$ cat src/rtl/crc32.sv
`default_nettype none
// +--------------------------------------------------------------------------+
// | crc32 : IEEE 802.3 FCS generator/checker for a 2-bit (RMII dibit) stream  |
// | Optional: CRC32_RESIDUE_CHECK_EN adds registered crc_ok residue flag.     |
// | Revision: 1.0                                                             |
// +--------------------------------------------------------------------------+
module crc32 #(
  parameter logic [31:0] POLY = 32'h04C11DB7,
  parameter logic [31:0] INIT = 32'hFFFFFFFF
) (
  input  logic        clk,
  input  logic        rst,
  input  logic        axiiv,
  input  logic [1:0]  axiid,
  output logic        axiov,
  output logic [31:0] axiod
`ifdef CRC32_RESIDUE_CHECK_EN
  ,
  output logic        crc_ok
`endif
);

  localparam logic [31:0] RESIDUE = 32'h38FB2284;

  logic [31:0] crc_q;
  logic [31:0] crc_d;
  logic        axiov_q;

  function automatic logic [31:0] crc_step(input logic [31:0] c, input logic d);
    logic fb;
    fb = c[31] ^ d;
    return {c[30:0], 1'b0} ^ (fb ? POLY : 32'h0);
  endfunction

  // axiid[0] is the earlier wire bit, so it is folded in first.
  always_comb begin
    crc_d = crc_q;
    if (axiiv) begin
      crc_d = crc_step(crc_step(crc_q, axiid[0]), axiid[1]);
    end
  end

  always_ff @(posedge clk) begin
    if (rst) begin
      crc_q   <= INIT;
      axiov_q <= 1'b0;
    end else begin
      crc_q   <= crc_d;
      axiov_q <= axiiv;
    end
  end

  assign axiov = axiov_q;
  assign axiod = ~crc_q;

`ifdef CRC32_RESIDUE_CHECK_EN
  logic seen_q;
  logic seen_d;
  logic crc_ok_q;

  assign seen_d = seen_q | axiiv;

  // Evaluated on next-state values so the flag lines up with axiod.
  always_ff @(posedge clk) begin
    if (rst) begin
      seen_q   <= 1'b0;
      crc_ok_q <= 1'b0;
    end else begin
      seen_q   <= seen_d;
      crc_ok_q <= seen_d && ((~crc_d) == RESIDUE);
    end
  end

  assign crc_ok = crc_ok_q;
`endif

endmodule
`default_nettype wire

$ cat config.mk
export PLATFORM = sky130hd
export DESIGN_NAME = crc32
export DESIGN_NICKNAME = d
export VERILOG_FILES = /design/src/rtl/crc32.sv
export SDC_FILE = /design/constraint.sdc
export NUM_CORES = 1
export LEC_CHECK = 0
export BUFFER_PORTS_ARGS = -buffer_cell sky130_fd_sc_hd__clkbuf_2
export CAP_MARGIN = 15
export CORE_MARGIN = 2
export CORE_UTILIZATION = 49
export CTS_BUF_LIST = sky130_fd_sc_hd__clkbuf_4
export CTS_CLUSTER_DIAMETER = 120
export DETAILED_ROUTE_END_ITERATION = 7
export MAX_ROUTING_LAYER = met4
export PLACE_DENSITY = 0.77
export SETUP_SLACK_MARGIN = 0.1
export SYNTH_ARGS = -nofsm -noshare
export SYNTH_HDL_FRONTEND = slang
export SYNTH_SLANG_ARGS = --single-unit
$ cat constraint.sdc
create_clock -name clk -period 1.5 [get_ports clk]
set_clock_uncertainty 0.05 [all_clocks]
set_input_delay 0.15 -clock clk [delete_from_list [all_inputs] [get_ports clk]]
set_output_delay 0.15 -clock clk [all_outputs]
set_load 0.02 [all_outputs]
==> impl_metrics.ini <==
[run_status]
status = completed

[min_path]
whs_endpoint = crc_q[22]
hold_class = primary input to register
hold_path_depth = 2
worstHoldStart = rst

[pwr]
power_mw = 2.13
leakage_nw = 1.07
powerDensity_mw_per_mm2 = 1170
ir_drop_mv = 0.712

[detailed_routing]
drcViolationCount = 0
vias_per_cell = 4.97
avgRoutedWirePerCell_um = 12.6
vias = 1172
drt_wl_total_um = 2980
drt_first_pass_iters = 4
drt_iter0_drc = 26
postRouteAntennaNets = 0

[floorplanning]
coreArea_sq_mm = 0.00298
die_area_sq_mm = 0.00354
initial_utilization_pct = 50.7
num_io_pins = 38
fp.dieW_um = 59.5
dieHeight_um = 59.5
rows = 20

[setup_path]
reg2reg_depth = 4
r2r_setup_slack_ns = 0.18
critPathKind = register to register
r2r_start = crc_q[31]
cp_max_fo = 14
critPathRequiredTime_ns = 1.69
start_kind = register
reg2reg_to = crc_q[8]
cp_data_arrival_time_ns = 1.51
crit_path_end_kind = register

[logic_synthesis]
synth.mux.area_fraction_pct = 0
syn_nets = 170
synth.area.top_cells = dfxtp_1, xnor3_1, inv_1
synthTopCellsByCount = inv_1, dfxtp_1, nor2_1
async_reset_ff_share_pct = 0
synth_top_family_by_area = XOR/XNOR gates
yosys_warnings = 0
ys_seq_elements = 33
synth.top_cell.area_share_pct = 43.8
synth_fa_ha_area_share_pct = 0
synth_top_flop_cell = dfxtp_1
yosysTopAreaCell = dfxtp_1
synth_edf_count = 0
synth_cell_types = 15
synth_cells = 165
syn_avg_cell_area_sq_um = 9.15
synth-compound-area-share_pct = 18.1
synth_simple_gate_area_share_pct = 6.72
syn_area_sq_mm = 0.00151
yosys.area_share.xor_xnor_pct = 19.2
yosysSeqAreaShare_pct = 43.8
yosysMostFrequentCell = inv_1

[clock_tree]
htree_levels = 2
clockRootBuffer = clkbuf_4
cts_inserted_buffers = 5
clock_latency_ns = 0.32
cts_tree = built
clk_path_buf_depth = 2
clkSinkCount = 33
clkSlewWorstSetupHoldPaths_ns = 0.10

[global_route]
grt-ovfl-total = 0
antenna_found_initial = 0
grt_pass1_vias = 1087
grt_pass1_wl_um = 4730
grt_usage_pct = 19.1
grt_max_degree = 49

[sta]
worstMarginPinSlew_ns = 0.478
rsz0062_at_grt = false
finalWorstSetupSlack_ns = 0.185
max_freq_mhz = 760
relSlewSlack_pct = 68.1
finalCriticalPeriod_ns = 1.32
finalSetupViolCount = 0
maxSlewViolCount = 0
layout_worst_path_cycle_share_pct = 87.7
hold_viol = 0

[layout]
fin_cells = 236
final_nets = 207
fill_cells = 259
diodes = 0
drive_gt1_share_pct = 25.1
seq_area_sq_um = 661
area_delta_synth_final_pct = 20.5
multi_input_area_sq_um = 676

[place]
pre_cts_ws_ns = -0.195
dpl.hpwl_um = 2020
port_buffers = 37
dp.cells = 227
gp_congestion = 0.834

[run]
maxCapViolations = 0
[cells by family after synthesis]
group / Yosys count
buffers and inverters: 45
xor gates and xnor gates: 22
AOI/OAI and AO/OA: 38
and+or+nand+nor: 27
DFF: 33
[layer usage]
metal	routed length (um)	share of wire, %	track usage, %	vias to the layer above
met5	0	0	-	-
met4	42	1.4	8.57	0
met3	129	4.3	7.64	5
met2	1510	51	30.6	24
met1	1300	44	20.8	545
li1	-	-	-	598
[sequential cells by signal, summed over array words and instances (netlist names)]
name / flops
crc_q: 32
axiov: 1
[worst max path at each step]
stage               depth (start not counted)   endpoint  startpoint  slack [ns]
finish                                      4   crc_q[8]   crc_q[31]        0.18
global route                                4   crc_q[8]   crc_q[31]        0.11
CTS                                         4   crc_q[8]   crc_q[31]        0.17
detailed placement                          3  crc_q[16]   crc_q[30]       -0.19
global placement                            3   crc_q[4]   crc_q[30]       -0.11
floorplan                                   4  crc_q[12]   crc_q[31]        0.12
[power by group]
| group | switching (mW) | internal [mW] |
|---|---|---|
| clock | 0.276 | 0.241 |
| combinational | 0.315 | 0.279 |
| sequential | 0.0576 | 0.958 |
| total | 0.649 | 1.48 |
[critical path: stages (launching register included)]
cell	delay (ns)
dfxtp_1	0.34
xnor2_2	0.20
buf_12	0.19
xnor3_1	0.31
o21ai_0	0.15
[repair_timing]
item                                    in CTS  in global routing
gates resized for setup                      1                  0
buffers inserted                             1                  0
hold buffers                                 0                  0
endpoints found under the setup margin      14                  0
[cells in the final DEF, fill, tap and decap left out, drive strengths merged]
cell and n:
o211ai 12, inv 34, nor2 15, buf 4
dfxtp 33, nand2 12, a211o 14, xnor3 6
xnor2 16, a21oi 6, o21ai 6, clkbuf 45
[final cells by class]
| cell class | instances | share of cell area (%) |
|---|---|---|
| clock buffer | 8 | 3.30 |
| inverter | 34 | 7.02 |
| multi-input combinational | 87 | 37.2 |
| sequential | 33 | 36.3 |
| tap | 33 | 2.27 |
| timing repair buffer | 41 | 13.9 |
[metrics by stage]
step / setup TNS, ns / utilization [%] / hold WS (ns) / instance area (sq um)
4_1_cts: 0 / 61.1 / 0.0904 / 1820
5_1_grt: 0 / 61.1 / 0.105 / 1820
3_5_place_dp: -2.01 / 58.0 / 0.416 / 1730
6_report: 0 / 61.1 / 0.102 / 1820
3_3_place_gp: -1.06 / 58.0 / 0.406 / 1730
2_1_floorplan: 0 / - / 0.199 / 1510
Note: power is estimated with default switching activity, not from simulation.
